==> config.mk <==
export PLATFORM = sky130hd
export DESIGN_NAME = uart_frame_decoder
export DESIGN_NICKNAME = d
export VERILOG_FILES = /design/src/rtl/uart_frame_decoder.sv
export SDC_FILE = /design/constraint.sdc
export NUM_CORES = 1
export LEC_CHECK = 0
export CAP_MARGIN = 20
export CORE_UTILIZATION = 55
export DETAILED_ROUTE_END_ITERATION = 16
export MAX_ROUTING_LAYER = met4
export PLACE_DENSITY = 0.84
export SKIP_CTS_REPAIR_TIMING = 1
export SLEW_MARGIN = 20
export SYNTH_ARGS = -nofsm -noshare
export SYNTH_HDL_FRONTEND = slang
export SYNTH_SLANG_ARGS = --single-unit
==> constraint.sdc <==
create_clock -name clk -period 2.9 [get_ports clk]
set_clock_uncertainty 0.05 [all_clocks]
set_input_delay 0.58 -clock clk [delete_from_list [all_inputs] [get_ports clk]]
set_output_delay 0.58 -clock clk [all_outputs]
set_load 0.05 [all_outputs]
==> src/rtl/uart_frame_decoder.sv <==
// uart_frame_decoder
// Sits behind uart_rx and parses framed packets of the form
// SYNC, CMD, LEN, LEN payload bytes, CHK. The payload is buffered, the
// checksum is verified, and a good payload is then streamed out over a
// valid/ready handshake. Errors are reported as single-cycle pulses.
//
// Ports:
//   clk, rst            system clock, synchronous active-high reset
//   rx_data, rx_valid   received byte and its one-cycle strobe
//   out_data, out_valid payload byte stream (held while !out_ready)
//   out_ready, out_last consumer accept, marks the final payload byte
//   frame_cmd/len       CMD and LEN of the last validated frame
//   frame_ok, frame_err one-cycle validated / discarded pulses
//   err_code            1=LEN too large, 2=checksum, 3=timeout (with frame_err)
//   overrun             one-cycle pulse, byte dropped while draining
module uart_frame_decoder #(
  parameter int         CLK_FREQ       = 12_000_000,
  parameter int         BAUDRATE       = 230_400,
  parameter int         MAX_LEN        = 16,
  parameter logic [7:0] SYNC_BYTE      = 8'hA5,
  parameter int         TIMEOUT_CYCLES = (CLK_FREQ / BAUDRATE) * 20
) (
  input  logic       clk,
  input  logic       rst,
  input  logic [7:0] rx_data,
  input  logic       rx_valid,
  output logic [7:0] out_data,
  output logic       out_valid,
  input  logic       out_ready,
  output logic       out_last,
  output logic [7:0] frame_cmd,
  output logic [7:0] frame_len,
  output logic       frame_ok,
  output logic       frame_err,
  output logic [1:0] err_code,
  output logic       overrun
);

  localparam int              TO_W      = $clog2(TIMEOUT_CYCLES + 1);
  localparam logic [TO_W-1:0] TO_LAST   = TO_W'(TIMEOUT_CYCLES - 1);
  localparam logic [TO_W-1:0] TO_ONE    = TO_W'(1);
  localparam logic [7:0]      MAX_LEN_B = 8'(MAX_LEN);
  localparam int              IDX_W     = (MAX_LEN > 1) ? $clog2(MAX_LEN) : 1;

  typedef enum logic [2:0] {
    S_IDLE    = 3'd0,
    S_CMD     = 3'd1,
    S_LEN     = 3'd2,
    S_PAYLOAD = 3'd3,
    S_CHK     = 3'd4,
    S_DRAIN   = 3'd5
  } state_t;

  // Running 8-bit checksum accumulation (mod 256).
  function automatic logic [7:0] csum_add(input logic [7:0] acc, input logic [7:0] b);
    return acc + b;
  endfunction

  state_t          state_r, state_nxt_s;
  logic [7:0]      sum_r, cmd_r, len_r, wr_idx_r, rd_idx_r;
  logic [TO_W-1:0] to_cnt_r;
  logic [7:0]      payload_mem [MAX_LEN];

  logic       in_frame_s, expire_s, hs_s, good_sum_s, last_pay_s;
  logic       ok_s, err_s;
  logic [1:0] err_code_s;
  logic [7:0] rd_nxt_s;

  assign in_frame_s = (state_r == S_CMD) || (state_r == S_LEN) ||
                      (state_r == S_PAYLOAD) || (state_r == S_CHK);
  // An arriving byte always beats a coincident expiry.
  assign expire_s   = in_frame_s && !rx_valid && (to_cnt_r == TO_LAST);
  assign hs_s       = (state_r == S_DRAIN) && out_valid && out_ready;
  assign good_sum_s = (csum_add(sum_r, rx_data) == 8'h00);
  assign last_pay_s = (wr_idx_r == (len_r - 8'd1));
  assign rd_nxt_s   = rd_idx_r + 8'd1;

  // State register.
  always_ff @(posedge clk) begin
    if (rst) begin
      state_r <= S_IDLE;
    end else begin
      state_r <= state_nxt_s;
    end
  end

  // Next-state and pulse decode.
  always_comb begin
    state_nxt_s = state_r;
    ok_s        = 1'b0;
    err_s       = 1'b0;
    err_code_s  = 2'd0;
    case (state_r)
      S_IDLE: begin
        if (rx_valid && (rx_data == SYNC_BYTE)) state_nxt_s = S_CMD;
        else                                    state_nxt_s = S_IDLE;
      end
      S_CMD: begin
        if (rx_valid) begin
          state_nxt_s = S_LEN;
        end else if (expire_s) begin
          state_nxt_s = S_IDLE; err_s = 1'b1; err_code_s = 2'd3;
        end else begin
          state_nxt_s = S_CMD;
        end
      end
      S_LEN: begin
        if (rx_valid) begin
          if (rx_data > MAX_LEN_B) begin
            state_nxt_s = S_IDLE; err_s = 1'b1; err_code_s = 2'd1;
          end else if (rx_data == 8'd0) begin
            state_nxt_s = S_CHK;
          end else begin
            state_nxt_s = S_PAYLOAD;
          end
        end else if (expire_s) begin
          state_nxt_s = S_IDLE; err_s = 1'b1; err_code_s = 2'd3;
        end else begin
          state_nxt_s = S_LEN;
        end
      end
      S_PAYLOAD: begin
        if (rx_valid) begin
          if (last_pay_s) state_nxt_s = S_CHK;
          else            state_nxt_s = S_PAYLOAD;
        end else if (expire_s) begin
          state_nxt_s = S_IDLE; err_s = 1'b1; err_code_s = 2'd3;
        end else begin
          state_nxt_s = S_PAYLOAD;
        end
      end
      S_CHK: begin
        if (rx_valid) begin
          if (good_sum_s) begin
            ok_s = 1'b1;
            if (len_r == 8'd0) state_nxt_s = S_IDLE;
            else               state_nxt_s = S_DRAIN;
          end else begin
            state_nxt_s = S_IDLE; err_s = 1'b1; err_code_s = 2'd2;
          end
        end else if (expire_s) begin
          state_nxt_s = S_IDLE; err_s = 1'b1; err_code_s = 2'd3;
        end else begin
          state_nxt_s = S_CHK;
        end
      end
      S_DRAIN: begin
        if (hs_s && out_last) state_nxt_s = S_IDLE;
        else                  state_nxt_s = S_DRAIN;
      end
      default: begin
        state_nxt_s = S_IDLE;
      end
    endcase
  end

  // Payload buffer write port; contents need no reset.
  always_ff @(posedge clk) begin
    if (rx_valid && (state_r == S_PAYLOAD)) begin
      payload_mem[wr_idx_r[IDX_W-1:0]] <= rx_data;
    end
  end

  // Datapath: checksum, indices, timeout counter and registered outputs.
  always_ff @(posedge clk) begin
    if (rst) begin
      out_data  <= 8'd0;
      out_valid <= 1'b0;
      out_last  <= 1'b0;
      frame_cmd <= 8'd0;
      frame_len <= 8'd0;
      frame_ok  <= 1'b0;
      frame_err <= 1'b0;
      err_code  <= 2'd0;
      overrun   <= 1'b0;
      sum_r     <= 8'd0;
      cmd_r     <= 8'd0;
      len_r     <= 8'd0;
      wr_idx_r  <= 8'd0;
      rd_idx_r  <= 8'd0;
      to_cnt_r  <= '0;
    end else begin
      frame_ok  <= ok_s;
      frame_err <= err_s;
      err_code  <= err_code_s;
      overrun   <= (state_r == S_DRAIN) && rx_valid;

      if (in_frame_s && !rx_valid && !expire_s) to_cnt_r <= to_cnt_r + TO_ONE;
      else                                     to_cnt_r <= '0;

      if (rx_valid) begin
        case (state_r)
          S_IDLE:    sum_r <= 8'd0;
          S_CMD:     begin cmd_r <= rx_data; sum_r <= csum_add(8'd0, rx_data); end
          S_LEN:     begin len_r <= rx_data; wr_idx_r <= 8'd0; sum_r <= csum_add(sum_r, rx_data); end
          S_PAYLOAD: begin wr_idx_r <= wr_idx_r + 8'd1; sum_r <= csum_add(sum_r, rx_data); end
          default:   sum_r <= sum_r;
        endcase
      end

      if (ok_s) begin
        frame_cmd <= cmd_r;
        frame_len <= len_r;
      end

      // First payload byte is presented together with frame_ok.
      if (ok_s && (len_r != 8'd0)) begin
        out_valid <= 1'b1;
        out_data  <= payload_mem[0];
        out_last  <= (len_r == 8'd1);
        rd_idx_r  <= 8'd0;
      end else if (hs_s) begin
        if (out_last) begin
          out_valid <= 1'b0;
          out_last  <= 1'b0;
        end else begin
          rd_idx_r  <= rd_nxt_s;
          out_data  <= payload_mem[rd_nxt_s[IDX_W-1:0]];
          out_last  <= (rd_nxt_s == (len_r - 8'd1));
        end
      end
    end
  end

endmodule

Word-level counts from Yosys, hierarchy flattened
Memories as Yosys holds them, arrays and structs flattened. Cells that the tools add are included.

Bits in registers: 85. Bits in writable memories: 128. Input port bits: 12. Output and inout bits: 31. Logic and storage cells: 117. Memories kept: 1.

$add $sub $neg: 5. Magnitude comparators: 1. Eq/ne operators: 11. Muxes and demuxes: 46. Bitwise gates (word level): 2. Reduce and logical (&&, ||, !) cells: 35.

Memories: payload_mem (depth 16, bits a word 8, read ports 2, clocked after memory_dff 0, wr ports 1, line 62) `logic [7:0] payload_mem [MAX_LEN];`.

Operators with widths (count): $mux W3 (10); $logic_not A8 Y1 (3); $mux W8 (3); $pmux W8 S3 (1); $mux W1 (20); $pmux W3 S6 (1); $add A8 B1 Y8 const B (2); $eq A8 B8 Y1 (2); $mux W2 (8); $pmux W8 S2 (1); $reduce_and A2 Y1 (7); $add A11 B1 Y11 const B (1); $eq A11 B11 Y1 const B (1); $logic_and A1 B1 Y1 (10); $add A8 B8 Y8 (1); $eq A8 B1 Y1 const B (1); $eq A8 B8 Y1 const B (1); $gt A8 B5 Y1 const B (1); $reduce_bool A8 Y1 (1); $reduce_or A2 Y1 (4); $sub A8 B1 Y8 const B (1); $eq A3 B2 Y1 const B (2); $eq A3 B3 Y1 const B (2); $pmux W2 S3 (1); other kinds (9) (15).

Logic depth before layout (Yosys ltp)
Gate-level depths: netlist of the first run.

Depth after elaboration: 10. Depth in mapped cells: 10. Gate-level depth less buffers: 8.

Worst setup path before layout of the first run
Ideal clock, no wire load.

Kind: input-to-reg. Start point: in rx_data[0]. End point: reg state_r[2]. Setup time: 125 ps. Arrival: 2692 ps. Required time: 2725 ps. Setup slack: 33 ps. Cell stages on the path: 9. Buffers on the path: 1. Path through: ha_1 -> fa_1 -> a211o_1 -> a2111oi_2 -> nand3b_1 -> nor3b_1 -> and3_1 -> buf_4 -> o41a_1.

Cells in the longest elaborated chain, start to end: 5. Elaborated cells on any way between the ends: 10. Those cells by class: add/sub (1); order compare (1); mux (6); reduce/logical (2).

Ends and longest elaborated chain: start, declared (line 25) `input logic [7:0] rx_data,`; $add A8 B8 Y8 or $logic_not A8 Y1 (tied branches) (line 56, 111); $logic_not A8 Y1 or $mux W3 (tied branches) (line 74, 111); $mux W3, on equally long branches (line 134, 109); $mux W3, on equally long branches (line 133, 108); $pmux W3 S6 * (line 93) `case (state_r)`; end signal, assigned (line 83) `state_r <= state_nxt_s;`; end, declared (line 59) `state_t state_r, state_nxt_s;`.

Every way passes the cells marked *; elsewhere a longest branch is shown, timed or not. A chain may end at the register's enable or synchronous reset.

Worst setup path after layout of the first run
Start point: in rx_data[2]. End point: reg out_data[2].

Cells in the longest elaborated chain, start to end: 8. Elaborated cells on any way between the ends: 10. Those cells by class: add/sub (1); eq/ne (1); mux (4); reduce/logical (4).

Ends and longest elaborated chain: $add A8 B8 Y8 * (line 56) `return acc + b;`; $logic_not A8 Y1 * (line 74) `assign good_sum_s = (csum_add(sum_r, rx_data) == 8'h00);`; $mux W1 * (line 134) `if (good_sum_s) begin`; $mux W1 * (line 133) `if (rx_valid) begin`; $mux W1 * (line 93); $logic_and A1 B1 Y1 * (line 207) `if (ok_s && (len_r != 8'd0)) begin`; $ne A2 B1 Y1 (no line) or $reduce_bool A2 Y1 (tied branches); $reduce_and A2 Y1 (no line); end signal, assigned (line 209) `out_data <= payload_mem[0];`; end signal, assigned (line 218) `out_data <= payload_mem[rd_nxt_s[IDX_W-1:0]];`; end, declared (line 27) `output logic [7:0] out_data,`.

Marked as above.

==> flow_summary_export.csv, run 1 <==
group,metric,value,unit
logic_synthesis,synth_top_family_by_area,"simple AND/OR/NAND/NOR gates",
placed_design,port_buffers,42,
detailed_routing,drtAntennaViolNets,0,
global_routing,grt_max_degree,33,
timing,worst_pin_slew,691,ps
detailed_routing,m1WireLength,9100,µm
global_routing,grt_pass1_wl,34900,µm
die,die_x,134,µm
hold_path,min_path_type,"reg2reg",
layout,final_cells,1066,
worst_setup_path,critPathMaxFanout,9,
detailed_routing,drt-total-wl,22400,µm
logic_synthesis,yosys_warnings,0,
logic_synthesis,synth_area_per_cell,12.6,µm²
layout,drive_above_1_share,19.3,%
logic_synthesis,synth_compound_area_share,8.40,%
layout,nets,861,
logic_synthesis,syn_area,9590,µm²
cts,h-tree-depth,1,
layout,n_fill_cell,1149,
die,ios,43,
timing,finalWorstPathRequiredPeriod,2770,ps
logic_synthesis,ys_ff_latch,213,
worst_setup_path,cp.arrival,3130,ps
worst_setup_path,cp-startpoint,"rx_data[2]",
timing,period_share,95.6,%
cts,clk_latency,500,ps
logic_synthesis,synth_adder_area_share,2.30,%
layout,syn_to_final_growth,18.0,%
logic_synthesis,synthTopCellsByArea,"edfxtp_1, dfxtp_1, mux4_2",
timing,fmax,361,MHz
timing,slew_violations,0,
power_and_ir_drop,power,0.00617,W
timing,rsz0062_at_grt,"false",
detailed_routing,dr_total_vias,6534,
logic_synthesis,yosys.area_share.simple,13.0,%
detailed_routing,wl_met3,1590,µm
layout,final_util,67.3,%
cts,numCtsBuffers,22,
hold_path,hp-start,"to_cnt_r[0]",
worst_setup_path,critPathKind,"in2reg",
worst_setup_path,required,3260,ps
die,fp.dieH,134,µm
detailed_routing,top_layer,"met4",
cts,cts_num_sinks,213,
global_routing,grt_pass1_vias,6401,
layout,largest_reg_flops,128,
detailed_routing,drc,0,
worst_setup_path,cp_slowest_stage_delay,490,ps
layout,n_antenna_cell,0,
worst_setup_path,path_cells,"clkdlybuf4s50_1 -> ha_1 -> a211o_1 -> a21o_1 -> and2_4 -> nor4_4 -> buf_6 -> buf_12 -> a31oi_1 -> a211oi_2",
run,cap_violations,0,
cts,cts.reportedPaths.clkPinSlew,60,ps
power_and_ir_drop,ir_drop,369,µV
cts,root_buffer,"clkbuf_16",
worst_setup_path,critPathTopFamily,"compound AO/OA/AOI/OAI gates",
power_and_ir_drop,powerDensity,545,nW/µm²
worst_setup_path,start_kind,"primary input",
detailed_routing,drt-initial-drc-count,745,
timing,max_slew_margin,53.7,%
logic_synthesis,muxShareOfSynthArea,9.41,%
logic_synthesis,synthXorXnorAreaFrac,5.68,%
worst_setup_path,worstReg2RegStart,"sum_r[0]",
detailed_routing,firstDrtPassIters,5,
worst_setup_path,critPathBufInv,3,
die,initial_core_util,57.0,%
timing,finalSetupTns,0,ps
worst_setup_path,crit_slowest_cell,"clkdlybuf4s50_1",
global_routing,antenna_found_initial,0,
logic_synthesis,synth_fp_nets,789,
detailed_routing,via_per_inst,6.13,
status,run_status,"finished, final reports clean",
logic_synthesis,synth_cell_type_count,67,
timing,finalSetupViolCount,0,
die,core-area,16800,µm²
placed_design,place_congestion,0.876,
logic_synthesis,synthArstFlopShare,0,%
worst_setup_path,endpoint_kind,"flip-flop",
logic_synthesis,yosysTopAreaCellShare,40.1,%
placed_design,dp.cells,1026,
global_routing,grt_overflow,0,
detailed_routing,wl_per_cell,21.0,µm
logic_synthesis,synth_top_cell_by_area,"edfxtp_1",
placed_design,dp_hpwl,14400,µm
cts,cts_tree,"built",
logic_synthesis,ys.flop_type,"edfxtp_1",
logic_synthesis,syn_inst,760,
global_routing,gr-usage-all-layers,26.0,%
die,dieArea,18000,µm²
cts,clock_path_buffers,3,
detailed_routing,wl_met2,11300,µm
logic_synthesis,yosysSeqAreaShare,57.8,%
power_and_ir_drop,leakagePower,3.87,nW
logic_synthesis,synth_edf_count,128,
timing,hold_viol,0,
die,rows,47,
==> per-layer routing <==
metal / up-vias / track usage, %
met5: - / -
met4: 0 / 7.99
met3: 39 / 3.14
met2: 280 / 42.3
met1: 3234 / 34.6
li1: 2981 / -
==> synthesized netlist by cell type (7+ instances only) <==
library cell,instances
a31oi_1,11
dfxtp_1,85
edfxtp_1,128
a221o_1,7
mux2_2,7
nand4_1,24
nor2_1,42
clkbuf_1,31
inv_1,18
and2_1,15
buf_2,15
nor3b_1,7
a221oi_1,8
o21ai_0,20
nand2_1,60
a211oi_1,8
ha_1,16
a21oi_1,48
and3_1,12
xor2_1,22
nand3_1,13
mux4_2,33
mux2i_1,8
xnor2_1,26
nor3_1,29
==> cell usage in the layout (no fill, tap or decap), drive strengths merged, types with 4 or more instances in the layout <==
master and n:
mux4 33, nand3b 5, mux2 7, a31oi 11
nor4 5, nor3b 8, nand3 14, a211oi 9
nand4 24, nor3 31, nor2 42, clkinvlp 5
clkdlybuf4s50 39, a221o 7, o21ai 21, xnor2 27
dfxtp 85, edfxtp 128, nand2 60, xor2 23
and2 15, inv 18, and3 12, a21oi 48
ha 16, clkinv 6, mux2i 8, a21o 4
clkbuf 26, a221oi 9, buf 60
==> cell families after synthesis <==
family | Yosys count
compound gates | 123
xor+xnor | 54
fa+ha+maj | 17
buf+inv | 71
flops | 213
mux | 48
simple gates | 234
==> worst paths after layout <==
check / cells past startpoint / slack [ps] / endpoint
hold / removal: 1 / 390 / to_cnt_r[0]
hold reg to reg: 1 / 390 / to_cnt_r[0]
setup / recovery: 10 / 130 / out_data[2]
setup reg to reg: 10 / 170 / out_data[2]
==> where the power goes <==
group	internal, W	switching, W
Sequential	0.00321	0.00000354
Clock	0.00157	0.00115
Combinational	0.0000945	0.000159
Total	0.00487	0.00131
==> metrics by stage <==
step	hold slack [ps]	setup WS [ps]	area (µm²)
after floorplan	368	33.0	9590
final	394	127	11300
after global placement	378	-430	10500
after global routing	418	70.8	11300
after CTS	398	-51.8	11200
after detailed placement	388	-531	10500
==> layout make-up <==
class                           count  area [µm²]  area share (%)
Sequential cell                   213        5550            49.0
Tap cell                          220         275            2.43
Timing Repair Buffer              101         955            8.43
Clock buffer                       26         597            5.27
Clock inverter                     12         108           0.951
Multi-Input combinational cell    476        3770            33.3
Inverter                           18        67.6           0.597
Power figures use the tool's default switching activity.
==> inputs of run 2 (changes only) <==
Settings changed: CORE_UTILIZATION 55 to 40, PLACE_DENSITY 0.84 to 0.67.
==> run 2 against run 1 <==
Sequential share of layout area is 1.0 points lower. Global-route usage fell by 6.9 points. Worst setup slack gained 17 ps. Total power shrank 0.84%. Utilization down 18 points. Via count down 3.3%. Non-clock buffer count increased by 9. Sequential power hardly changed. Cell count is 10% higher. Critical endpoint is now frame_cmd[1].
==> flow_summary_export.csv, run 2 (same netlist as run 1, synthesis figures left out) <==
group,metric,value,unit
layout,drive_above_1_share,18.8,%
cts,root_buffer,"clkbuf_16",
timing,period_share,95.0,%
power_and_ir_drop,powerDensity,530,nW/µm²
worst_setup_path,critPathBufInv,4,
die,ios,43,
power_and_ir_drop,switchingPower,0.00130,W
placed_design,dpl_cell_area,10800,µm²
detailed_routing,wl_per_cell,18.9,µm
worst_setup_path,worst-r2r-setup-slack,230,ps
placed_design,dp_hpwl,15100,µm
die,core-area,23500,µm²
global_routing,antenna_found_initial,0,
timing,fmax,363,MHz
die,initial_core_util,40.9,%
power_and_ir_drop,p_int,0.00482,W
layout,n_fill_cell,2030,
worst_setup_path,required,3280,ps
die,fp.dieH,157,µm
hold_path,whs_endpoint,"sum_r[0]",
global_routing,grt_pass1_wl,35000,µm
die,dieArea,24600,µm²
cts,h-tree-depth,1,
power_and_ir_drop,pwr-share-seq,52.4,%
timing,finalSetupTns,0,ps
worst_setup_path,endpoint_kind,"flip-flop",
global_routing,grt_max_degree,38,
power_and_ir_drop,leakagePower,3.92,nW
hold_path,min_path_type,"in2reg",
detailed_routing,drc,0,
timing,finalWorstPathRequiredPeriod,2760,ps
die,rows,56,
run,cap_violations,0,
power_and_ir_drop,pwr-share-clk,43.2,%
layout,mostFrequentLayoutCells,"edfxtp_1, dfxtp_1, nand2_1, buf_4, a21oi_1",
layout,largest_reg_flops,128,
detailed_routing,firstDrtPassIters,4,
cts,cts_tree,"built",
cts,cts_num_sinks,213,
timing,slew_violations,0,
worst_setup_path,cp_slowest_stage_delay,510,ps
layout,final_area,11600,µm²
timing,hold_viol,0,
worst_setup_path,critPathKind,"in2reg",
worst_setup_path,r2r_cells,11,
worst_setup_path,critPathMaxFanout,10,
timing,max_slew_margin,61.5,%
detailed_routing,drtAntennaViolNets,0,
layout,n_antenna_cell,0,
layout,syn_to_final_growth,20.5,%
detailed_routing,drt-total-wl,22100,µm
worst_setup_path,worstReg2RegStart,"sum_r[0]",
worst_setup_path,start_kind,"primary input",
cts,clock_path_buffers,3,
global_routing,grt_overflow,0,
cts,cts.reportedPaths.clkPinSlew,60,ps
timing,layout_setup_ws,145,ps
worst_setup_path,path_cells,"clkdlybuf4s50_1 -> ha_1 -> a211o_1 -> a21o_1 -> and2_1 -> nor4_4 -> buf_6 -> buf_12 -> buf_12 -> nand4_1 -> a21oi_1",
timing,worst_pin_slew,577,ps
layout,nets,869,
placed_design,place_congestion,0.831,
placed_design,dp_worst_setup_slack,-519,ps
power_and_ir_drop,switching_share,21.2,%
worst_setup_path,cp.arrival,3130,ps
placed_design,port_buffers,42,
worst_setup_path,crit_slowest_cell,"clkdlybuf4s50_1",
worst_setup_path,critPathTopFamily,"buffers and inverters",
detailed_routing,drt-initial-drc-count,418,
worst_setup_path,rr_endpoint,"frame_cmd[1]",
power_and_ir_drop,ir_drop,325,µV
global_routing,gr-usage-all-layers,19.1,%
layout,final_common_cell,"edfxtp_1",
hold_path,whs_path_depth,2,
worst_setup_path,cpMostUsedCell,"buf_12",
cts,numCtsBuffers,21,
cts,clk_latency,510,ps
timing,finalSetupViolCount,0,
status,run_status,"finished, final reports clean",
hold_path,hp-start,"rst",
power_and_ir_drop,p_comb_share,4.3,%
global_routing,grt_pass1_vias,6297,
die,die_x,157,µm
detailed_routing,dr_total_vias,6316,
detailed_routing,via_per_inst,5.38,
timing,rsz0062_at_grt,"false",
[run 2: how the worst max path moves through the flow]
stage               startpoint           end  slack [ps]  depth (start not counted)
CTS                 rx_data[0]  frame_cmd[1]          -8                         11
finish              rx_data[2]  frame_cmd[1]         140                         11
floorplan           rx_data[0]    state_r[2]          30                          9
global placement    rx_data[0]    state_r[2]        -430                          9
detailed placement  rx_data[0]  frame_cmd[1]        -520                         11
global route        rx_data[5]  frame_cmd[3]          20                          9
[run 2: area by class of cell]
type / count / area (µm²) / area share (%)
repair buffers: 110 / 1120 / 9.68
inverters: 18 / 67.6 / 0.585
well taps: 319 / 399 / 3.45
flip-flops and latches: 213 / 5550 / 48.0
clock buffers: 26 / 544 / 4.71
clock inverters: 12 / 115 / 0.996
multi-input cells: 476 / 3760 / 32.6
[run 2: power groups by stage]
stage               registers, W  logic, W  clock network, W
floorplan                0.00328  0.000113                 0
global placement         0.00328  0.000249                 0
detailed placement       0.00328  0.000255                 0
CTS                      0.00321  0.000256           0.00269
global route             0.00321  0.000286           0.00280
finish                   0.00321  0.000266           0.00265
[run 2: layer usage]
metal | track usage [%] | wire, µm | share of wire (%) | up-vias
li1 | - | - | - | 3001
met1 | 25.0 | 9720 | 44 | 3094
met2 | 30.2 | 10500 | 47 | 184
met3 | 3.21 | 1300 | 5.9 | 37
met4 | 6.12 | 592 | 2.7 | 0
met5 | - | 0 | 0 | -
[run 2: stage by stage]
step | cells | total power [W] | util, % | hold slack [ps]
2_1_floorplan | 760 | 0.00339 | - | 368
4_1_cts | 1172 | 0.00616 | 48.9 | 344
3_3_place_gp | 1134 | 0.00352 | 46.1 | 382
5_1_grt | 1174 | 0.00629 | 49.2 | 372
6_report | 1174 | 0.00612 | 49.2 | 363
3_5_place_dp | 1134 | 0.00353 | 46.1 | 399
